`config.mk`:
```
export PLATFORM = sky130hd
export DESIGN_NAME = deser_delay_calib
export DESIGN_NICKNAME = d
export VERILOG_FILES = /design/src/rtl/deser_calib_pkg.sv /design/src/rtl/deser_pattern_checker.sv /design/src/rtl/deser_delay_calib.sv
export SDC_FILE = /design/constraint.sdc
export NUM_CORES = 1
export LEC_CHECK = 0
export ABC_AREA = 1
export CAP_MARGIN = 20
export CORE_MARGIN = 5
export CORE_UTILIZATION = 55
export DETAILED_ROUTE_END_ITERATION = 16
export PLACE_DENSITY = 0.83
export SLEW_MARGIN = 20
export SYNTH_ARGS = -nofsm -noshare
export SYNTH_HDL_FRONTEND = slang
export SYNTH_HIERARCHICAL = 1
export SYNTH_SLANG_ARGS = --single-unit
```
`constraint.sdc`:
```
create_clock -name fast_clock -period 5.6 [get_ports fast_clock]
set_clock_uncertainty 0.2 [all_clocks]
set_input_delay 0.56 -clock fast_clock [delete_from_list [all_inputs] [get_ports fast_clock]]
set_output_delay 0.56 -clock fast_clock [all_outputs]
set_load 0.02 [all_outputs]
```
`src/rtl/deser_calib_pkg.sv`:
```
// deser_calib_pkg: shared state encoding and setting index type for the delay calibrator
package deser_calib_pkg;
   localparam int NUM_SETTINGS = 32;
   typedef logic [4:0] setting_t;
   typedef enum logic [2:0] {IDLE, SETTLE, MEASURE, EVAL, DONE} state_t;
endpackage

```
`src/rtl/deser_pattern_checker.sv`:
```
// deser_pattern_checker: 8-bit sliding window flagging strobes whose window is no rotation of the training byte
module deser_pattern_checker #(
   parameter logic [7:0] TRAIN_PATTERN = 8'hBC
) (
   input  logic fast_clock,
   input  logic reset,
   input  logic shift_i,
   input  logic data_i,
   output logic err_o
);
   logic [7:0] window_q, window_d;
   logic [15:0] dbl;
   logic match;
   assign window_d = {window_q[6:0], data_i};
   assign dbl = {TRAIN_PATTERN, TRAIN_PATTERN};
   assign err_o = shift_i & ~match;
   // compare the incoming window against every rotation of the training byte
   always_comb begin
      match = 1'b0;
      for (int r = 0; r < 8; r++) match = match | (window_d == dbl[r +: 8]);
   end
   // window shifts MSB first on every accepted strobe
   always_ff @(posedge fast_clock) begin
      if (reset) window_q <= '0;
      else if (shift_i) window_q <= window_d;
   end
endmodule

```
`src/rtl/deser_delay_calib.sv`:
```
// deser_delay_calib: sweeps 32 deserialiser delay settings and centres on the longest passing run (optional DESER_CALIB_MAP_EN adds pass_map)
module deser_delay_calib
   import deser_calib_pkg::*;
#(
   parameter logic [7:0] TRAIN_PATTERN = 8'hBC,
   parameter int SETTLE_BITS = 16,
   parameter int WINDOW_BITS = 256,
   parameter int MAX_ERRORS = 0
) (
   input  logic fast_clock,
   input  logic reset,
   input  logic start,
   input  logic bit_strobe,
   input  logic data_bit,
   output logic [3:0] delay,
   output logic delay2steps,
   output logic busy,
   output logic done,
   output logic calib_ok
`ifdef DESER_CALIB_MAP_EN
   ,
   output logic [31:0] pass_map
`endif
);
   localparam logic [7:0] LAST_S = 8'(SETTLE_BITS - 1);
   localparam logic [15:0] LAST_W = 16'(WINDOW_BITS - 1);
   localparam setting_t LAST_SET = setting_t'(NUM_SETTINGS - 1);
   state_t state_q, state_d;
   setting_t set_q, set_d, saved_q, saved_d, scan_q, scan_d;
   setting_t cur_start_q, cur_start_d, best_start_q, best_start_d, ext_start;
   logic [5:0] cur_len_q, cur_len_d, best_len_q, best_len_d, run_len, ext_len;
   logic [7:0] settle_q, settle_d;
   logic [15:0] win_q, win_d, err_q, err_d, err_next;
   logic [31:0] map_q, map_d;
   logic ok_q, ok_d, err, pass, shift;
   assign shift = bit_strobe & (state_q == SETTLE || state_q == MEASURE);
   deser_pattern_checker #(.TRAIN_PATTERN(TRAIN_PATTERN)) u_chk (
      .fast_clock(fast_clock),
      .reset(reset),
      .shift_i(shift),
      .data_i(data_bit),
      .err_o(err)
   );
   assign err_next = (err && err_q != 16'hFFFF) ? err_q + 16'd1 : err_q;
   assign pass = {16'd0, err_next} <= 32'(MAX_ERRORS);
   // a run never continues across the 15/16 boundary between delay2steps modes
   assign run_len = (scan_q == 5'd16) ? 6'd0 : cur_len_q;
   assign ext_len = run_len + 6'd1;
   assign ext_start = (run_len == 6'd0) ? scan_q : cur_start_q;
   assign delay = set_q[3:0];
   assign delay2steps = set_q[4];
   assign busy = state_q != IDLE;
   assign done = state_q == DONE;
   assign calib_ok = ok_q;
   // sweep sequencing, window measurement and pass-map scan
   always_comb begin
      state_d = state_q;
      set_d = set_q;
      saved_d = saved_q;
      scan_d = scan_q;
      cur_start_d = cur_start_q;
      cur_len_d = cur_len_q;
      best_start_d = best_start_q;
      best_len_d = best_len_q;
      settle_d = settle_q;
      win_d = win_q;
      err_d = err_q;
      map_d = map_q;
      ok_d = ok_q;
      case (state_q)
         IDLE: if (start) begin
            state_d = SETTLE;
            saved_d = set_q;
            set_d = '0;
            settle_d = '0;
         end
         SETTLE: if (bit_strobe) begin
            settle_d = settle_q + 8'd1;
            if (settle_q == LAST_S) begin
               state_d = MEASURE;
               settle_d = '0;
               win_d = '0;
               err_d = '0;
            end
         end
         MEASURE: if (bit_strobe) begin
            win_d = win_q + 16'd1;
            err_d = err_next;
            if (win_q == LAST_W) begin
               map_d[set_q] = pass;
               win_d = '0;
               if (set_q == LAST_SET) begin
                  state_d = EVAL;
                  scan_d = '0;
                  cur_start_d = '0;
                  cur_len_d = '0;
                  best_start_d = '0;
                  best_len_d = '0;
               end else begin
                  state_d = SETTLE;
                  set_d = set_q + 5'd1;
                  settle_d = '0;
               end
            end
         end
         EVAL: begin
            scan_d = scan_q + 5'd1;
            cur_len_d = map_q[scan_q] ? ext_len : 6'd0;
            cur_start_d = map_q[scan_q] ? ext_start : cur_start_q;
            if (map_q[scan_q] && ext_len > best_len_q) begin
               best_len_d = ext_len;
               best_start_d = ext_start;
            end
            if (scan_q == LAST_SET) begin
               state_d = DONE;
               ok_d = best_len_d != 6'd0;
               set_d = ok_d ? best_start_d + 5'((best_len_d - 6'd1) >> 1) : saved_q;
            end
         end
         DONE: state_d = IDLE;
         default: state_d = IDLE;
      endcase
   end
   // state and datapath registers
   always_ff @(posedge fast_clock) begin
      if (reset) begin
         state_q <= IDLE;
         set_q <= '0;
         saved_q <= '0;
         scan_q <= '0;
         cur_start_q <= '0;
         cur_len_q <= '0;
         best_start_q <= '0;
         best_len_q <= '0;
         settle_q <= '0;
         win_q <= '0;
         err_q <= '0;
         map_q <= '0;
         ok_q <= 1'b0;
      end else begin
         state_q <= state_d;
         set_q <= set_d;
         saved_q <= saved_d;
         scan_q <= scan_d;
         cur_start_q <= cur_start_d;
         cur_len_q <= cur_len_d;
         best_start_q <= best_start_d;
         best_len_q <= best_len_d;
         settle_q <= settle_d;
         win_q <= win_d;
         err_q <= err_d;
         map_q <= map_d;
         ok_q <= ok_d;
      end
   end
`ifdef DESER_CALIB_MAP_EN
   logic [31:0] pass_map_q;
   assign pass_map = pass_map_q;
   // snapshot the completed map as the sweep hands over to the scan
   always_ff @(posedge fast_clock) begin
      if (reset) pass_map_q <= '0;
      else if (state_q == MEASURE && state_d == EVAL) pass_map_q <= map_d;
   end
`endif
endmodule

```
==> flow_summary_export.csv, run 1 <==
group,metric,value,unit
outcome,run_status,"finished clean",
critical_path,cp.arrival,5.20,ns
final_layout,syn2layout_area_growth,11.76,%
timing,rsz0062_at_grt,"false",
final_layout,multi_input_comb_area,4056,sq um
final_layout,drive_gt1_share,11.13,%
global_route,grt-ovfl-total,0,
power,p_leak,0.003236,uW
final_layout,n_antenna_cell,0,
synthesis,yosysTopAreaCellShare,33.34,%
critical_path,crit_type,"flip-flop to flip-flop",
timing,finalCriticalPeriod,5.130,ns
synthesis,synthFlopType,"dfxtp_1",
floorplanning,core_area,12720,sq um
synthesis,syn_avg_cell_area,6.708,sq um
placed_design,placed_area,7410,sq um
timing,hold_violations,0,
placed_design,dp_hpwl,10810,microns
power,ir_drop,0.0002884,V
timing,slew_headroom,43.20,%
critical_path,cp_slowest_cell,"dfxtp_2",
synthesis,synth_warnings,6,
global_route,grt_pass1_wl,28320,microns
hold_path,min_path_type,"flip-flop to flip-flop",
final_layout,layout.nets,1114,
global_route,gr-usage-met3,5.789,%
cts,htree_levels,4,
cts,tritoncts,"yes",
synthesis,netlist_area,7204,sq um
placed_design,gp_congestion,0.8985,
critical_path,critPathLaunchType,"flip-flop",
floorplanning,fp-row-count,41,
placed_design,io_buffers,12,
drt,totalWireLength,16010,microns
synthesis,yosysUniqueCellTypes,49,
timing,period_share,91.60,%
drt,drc,0,
synthesis,syn_nets,1105,
floorplanning,die_x,124.5,microns
synthesis,ys_async_sr_fraction,0,%
final_layout,register_area,2404,sq um
timing,final_max_slew_viol_count,0,
drt,drt-pass1-iter-count,6,
timing,setup_violations,0,
cts,clkLatencyLatePin,0.42,ns
timing,setup-tns-final,0,ns
synthesis,ys_seq_area_share,33.34,%
synthesis,syn_inst,1074,
final_layout,fillers,1151,
global_route,use_met2,34.35,%
cts,cts_made_buffers,17,
drt,ant_nets,0,
global_route,gr-max-usage-layer,"met2",
final_layout,final_area,8051,sq um
global_route,first_global_vias,6270,
critical_path,slowest_delay,0.35,ns
global_route,grt_usage,21.44,%
synthesis,yosysTopAreaCell,"dfxtp_1",
critical_path,crit_top_cell,"nand2_1",
cts,clk_pin_slew,0.05,ns
synthesis,synth_edf_count,0,
final_layout,final_common_cell,"nand2_1",
power,power.density,309.7,nW/um^2
cts,clock_sinks,120,
final_layout,most-common-layout-cells,"254 x nand2_1, 142 x inv_1, 120 x nor2_1, 119 x dfxtp_1, 75 x a21oi_1",
critical_path,crit_fanout,19,
global_route,antenna_found_initial,0,
floorplanning,die_area,15490,sq um
drt,routed_via_density,5.312,
global_route,use_met1,28.30,%
critical_path,worstPathRequired,5.67,ns
job,drv_cap,0,
cts,cts_hold_buffers,0,
cts,cts_buffer_depth,2,
drt,wl_per_cell,12.63,microns
floorplanning,start_util,56.63,%
drt,vias,6735,
critical_path,worstSetupEndpointType,"flip-flop",
floorplanning,io_pins,13,
synthesis,ys_ff_latch,120,
synthesis,ys_top_cells_by_area,"dfxtp_1 33%, nand2_1 13%, inv_1 7.4%",
global_route,grt_max_degree,64,
cts,cts_root_buf,"clkbuf_16",
drt,dr.first_iter.drc_count,633,
timing,max_slew.worst_pin.slew,0.8519,ns
timing,fmax,194.9,MHz
floorplanning,fp.dieH,124.5,microns
## cell usage after synthesis, types with 3 or more instances
master and instances:
buf_6 8, a211oi_1 12, nor3_1 22, or2_2 4, inv_2 11, nand3_1 71, buf_2 3, nand2_4 3
o22ai_1 5, nand2_2 10, nor4_1 3, o21ai_0 58, nor2_1 121, inv_1 142, a21oi_1 75, o21ai_1 8
clkbuf_1 18, xor2_1 16, ha_1 25, a31oi_1 4, xnor2_1 7, nand2_1 255, nor3b_1 6, dfxtp_1 120
nand4_1 6, a21oi_2 32
## report_power, final
part / leakage, uW / switching, uW / internal [uW]
Sequential: 0.000969 / 38.3 / 894
Combinational: 0.00199 / 331 / 126
Clock: 0.000278 / 396 / 708
Total: 0.00324 / 766 / 1730
## repair_timing
item | CTS | global route
gates resized for setup | 0 | 9
setup buffers | 0 | 2
endpoints found under the setup margin | 0 | 1
## final cells by class
class,count,share of cell area (%)
Clock inverter,12,1.880
Inverter,154,7.304
Clock buffer,20,5.548
Multi-Input combinational cell,768,50.38
Tap cell,172,2.673
Timing Repair Buffer,22,2.362
Sequential cell,120,29.85
## per-stage QoR
stage | instances | utilization [%] | hold WS [ns] | power [uW] | worst slack [ns]
after detailed placement | 1234 | 58.24 | 0.2459 | 1396 | 0.2449
after CTS | 1266 | 62.94 | 0.2539 | 2502 | 0.2050
after floorplan | 1074 | - | 0.2297 | 1316 | 0.4636
final | 1268 | 63.29 | 0.2503 | 2493 | 0.4701
after global placement | 1234 | 58.24 | 0.2398 | 1391 | 0.4330
after global routing | 1268 | 63.29 | 0.2755 | 2621 | 0.02134
## critical path, delay by kind of cell, from the launching register on
family	cells	cell delay, ns
AND/OR/NAND/NOR	17	1.66
XOR/XNOR	1	0.16
flip-flops	1	0.35
AO/OA/AOI/OAI	5	0.74
buffers and inverters	7	0.68
adder cells (fa/ha/maj)	5	1.17
## sequential cells by signal, indices dropped and copies added, names as in the netlist
register / flops
u_chk/window_q: 7
cur_start_q: 5
settle_q: 8
cur_len_q: 6
saved_q: 5
best_start_q: 5
map_q: 32
state_q: 3
best_len_q: 6
calib_ok: 1
scan_q: 5
win_q: 16
set_q: 5
err_q: 16
## routing by layer
layer	wire [microns]	up-vias
met5	0	-
met2	7453	155
li1	-	3484
met4	216	0
met3	738	22
met1	7602	3074
## cells by family (layout without fill, tap and decap cells)
group           Yosys count  count (layout)  synth area share, %
compound gates          204             204                17.04
buf+inv                 186             208                10.78
flops                   120             120                33.34
xor+xnor                 24              24                3.022
fa+ha+maj                26              26                4.620
simple gates            514             514                31.19
## final timing paths
kind | start | slack [ns] | cells past startpoint | to
max reg2reg | scan_q[0]$_SDFFE_PP0P_ | 0.47 | 35 | set_q[4]$_SDFFE_PP0P_
min reg2reg | saved_q[3]$_SDFFE_PP0P_ | 0.25 | 2 | saved_q[3]$_SDFFE_PP0P_
min | saved_q[3]$_SDFFE_PP0P_ | 0.25 | 2 | saved_q[3]$_SDFFE_PP0P_
max | scan_q[0]$_SDFFE_PP0P_ | 0.47 | 35 | set_q[4]$_SDFFE_PP0P_
(Power assumes the default switching activity.)
==> run 2: changes to the inputs <==
--- a/config.mk
+++ b/config.mk
@@ -7,10 +7,10 @@
 export LEC_CHECK = 0
 export ABC_AREA = 1
 export CAP_MARGIN = 20
-export CORE_MARGIN = 5
 export CORE_UTILIZATION = 55
 export DETAILED_ROUTE_END_ITERATION = 16
 export PLACE_DENSITY = 0.83
+export SKIP_CTS_REPAIR_TIMING = 1
 export SLEW_MARGIN = 20
 export SYNTH_ARGS = -nofsm -noshare
 export SYNTH_HDL_FRONTEND = slang
==> run 2 against run 1 <==
Against the previous run: clock power barely moved; clock-buffer cell count rose by 5; via count barely moved; utilization rose by 0.48 points; sequential power barely moved; highest routed layer unchanged; combinational power barely moved; sequential share of layout area fell by 0.12 points; power fell by 0.74%; critical endpoint unchanged.
==> flow_summary_export.csv, run 2 (same netlist as run 1, synthesis figures left out) <==
group,metric,value,unit
final_layout,final_common_cell,"nand2_1",
hold_path,min_path_type,"flip-flop to flip-flop",
timing,setup_violations,0,
final_layout,drive_gt1_share,11.11,%
timing,max_slew.worst_pin.slew,0.8046,ns
critical_path,crit_type,"flip-flop to flip-flop",
drt,totalWireLength,16330,microns
job,drv_cap,0,
final_layout,most-common-layout-cells,"254 x nand2_1, 141 x inv_1, 120 x nor2_1, 120 x dfxtp_1, 75 x a21oi_1",
cts,clkLatencyLatePin,0.42,ns
placed_design,gp_congestion,0.8940,
final_layout,final_area,8080,sq um
drt,routed_via_density,5.306,
cts,cts_buffer_depth,2,
critical_path,rrSetupSlack,0.44,ns
floorplanning,core_area,12670,sq um
timing,rsz0062_at_grt,"false",
drt,drc,0,
floorplanning,die_x,116.5,microns
drt,vias,6739,
cts,tritoncts,"yes",
critical_path,worstPathRequired,5.67,ns
global_route,first_global_vias,6270,
placed_design,io_buffers,12,
global_route,grt-ovfl-total,0,
power,ir_drop,0.0002822,V
timing,hold_violations,0,
critical_path,worstSetupEndpointType,"flip-flop",
timing,slew_headroom,46.36,%
final_layout,n_antenna_cell,0,
critical_path,crit_top_cell,"nand2_1",
placed_design,placed_area,7410,sq um
floorplanning,start_util,56.86,%
floorplanning,io_pins,13,
cts,cts_root_buf,"clkbuf_16",
floorplanning,die_area,13560,sq um
final_layout,largest_reg_flops,32,
drt,dr.first_iter.drc_count,528,
cts,clk_pin_slew,0.05,ns
critical_path,crit_fanout,11,
final_layout,top_register,"map_q",
global_route,grt_max_degree,64,
power,p_leak,0.003259,uW
cts,cts_made_buffers,17,
placed_design,dp_hpwl,11270,microns
global_route,grt_pass1_wl,27950,microns
floorplanning,fp.dieH,116.5,microns
drt,wl_per_cell,12.86,microns
critical_path,cp.arrival,5.23,ns
critical_path,slowest_delay,0.35,ns
final_layout,syn2layout_area_growth,12.16,%
hold_path,holdPathStages,2,
final_layout,reg_top3,"map_q x32, err_q x16, win_q x16",
critical_path,cp_slowest_cell,"a31oi_4",
timing,final_max_slew_viol_count,0,
timing,worst_hold_slack,0.2531,ns
final_layout,layout.nets,1116,
timing,fmax,193.7,MHz
power,p_total,2475,uW
timing,finalCriticalPeriod,5.163,ns
critical_path,worst-r2r-cell-count,35,
drt,drt-pass1-iter-count,5,
outcome,run_status,"finished clean",
power,power.density,306.3,nW/um^2
floorplanning,fp-row-count,41,
critical_path,critPathLaunchType,"flip-flop",
global_route,grt_usage,26.18,%
drt,ant_nets,0,
timing,setup-tns-final,0,ns
cts,clock_sinks,120,
timing,period_share,92.20,%
global_route,antenna_found_initial,0,
cts,htree_levels,4,
==> run 2: cell count changes in the layout (fill, tap and decap cells not counted), sizes merged <==
cell / change
buf: +2
bufinv: -1
clkbuf: +5
clkinvlp: -3
inv: -1
==> run 2: layout make-up <==
class	count	area, sq um
repair buffers	24	225.2
well taps	172	215.2
multi-input cells	768	4056
inverters	154	585.6
fillers	1144	4591
clock buffers	25	505.5
clock inverters	7	90.09
flip-flops and latches	120	2402
==> run 2: path summary, 6_finish.rpt <==
check                            end               startpoint
max reg2reg    set_q[4]$_SDFFE_PP0P_   scan_q[1]$_SDFFE_PP0P_
min          saved_q[0]$_SDFFE_PP0P_  saved_q[0]$_SDFFE_PP0P_
min reg2reg  saved_q[0]$_SDFFE_PP0P_  saved_q[0]$_SDFFE_PP0P_
max            set_q[4]$_SDFFE_PP0P_   scan_q[1]$_SDFFE_PP0P_
==> run 2: per-layer routing <==
layer | vias to the layer above | wire length [microns] | GRT usage, %
li1 | 3489 | - | -
met1 | 3111 | 7518 | 31.51
met2 | 118 | 7856 | 44.93
met3 | 21 | 724 | 6.591
met4 | 0 | 228 | 9.744
met5 | - | 0 | 0
==> run 2: per-stage QoR <==
step | setup slack, ns | utilization (%) | std cells
after CTS | 0.1832 | 63.18 | 1266
after floorplan | 0.4636 | - | 1074
after global routing | 0.06811 | 63.77 | 1270
after global placement | 0.4259 | 58.48 | 1234
final | 0.4366 | 63.77 | 1270
after detailed placement | 0.2060 | 58.48 | 1234
==> run 2: worst max-delay path: cells and delay by family, from the launching register on <==
kind | cells | cell delay [ns]
fa+ha+maj | 5 | 1.16
flops | 1 | 0.31
compound gates | 5 | 0.83
simple gates | 17 | 1.63
buf+inv | 7 | 0.74
xor+xnor | 1 | 0.15
==> run 2: where the power goes <==
group	switching, uW	internal (uW)
Combinational	330	128
Sequential	37.2	894
Clock	374	711
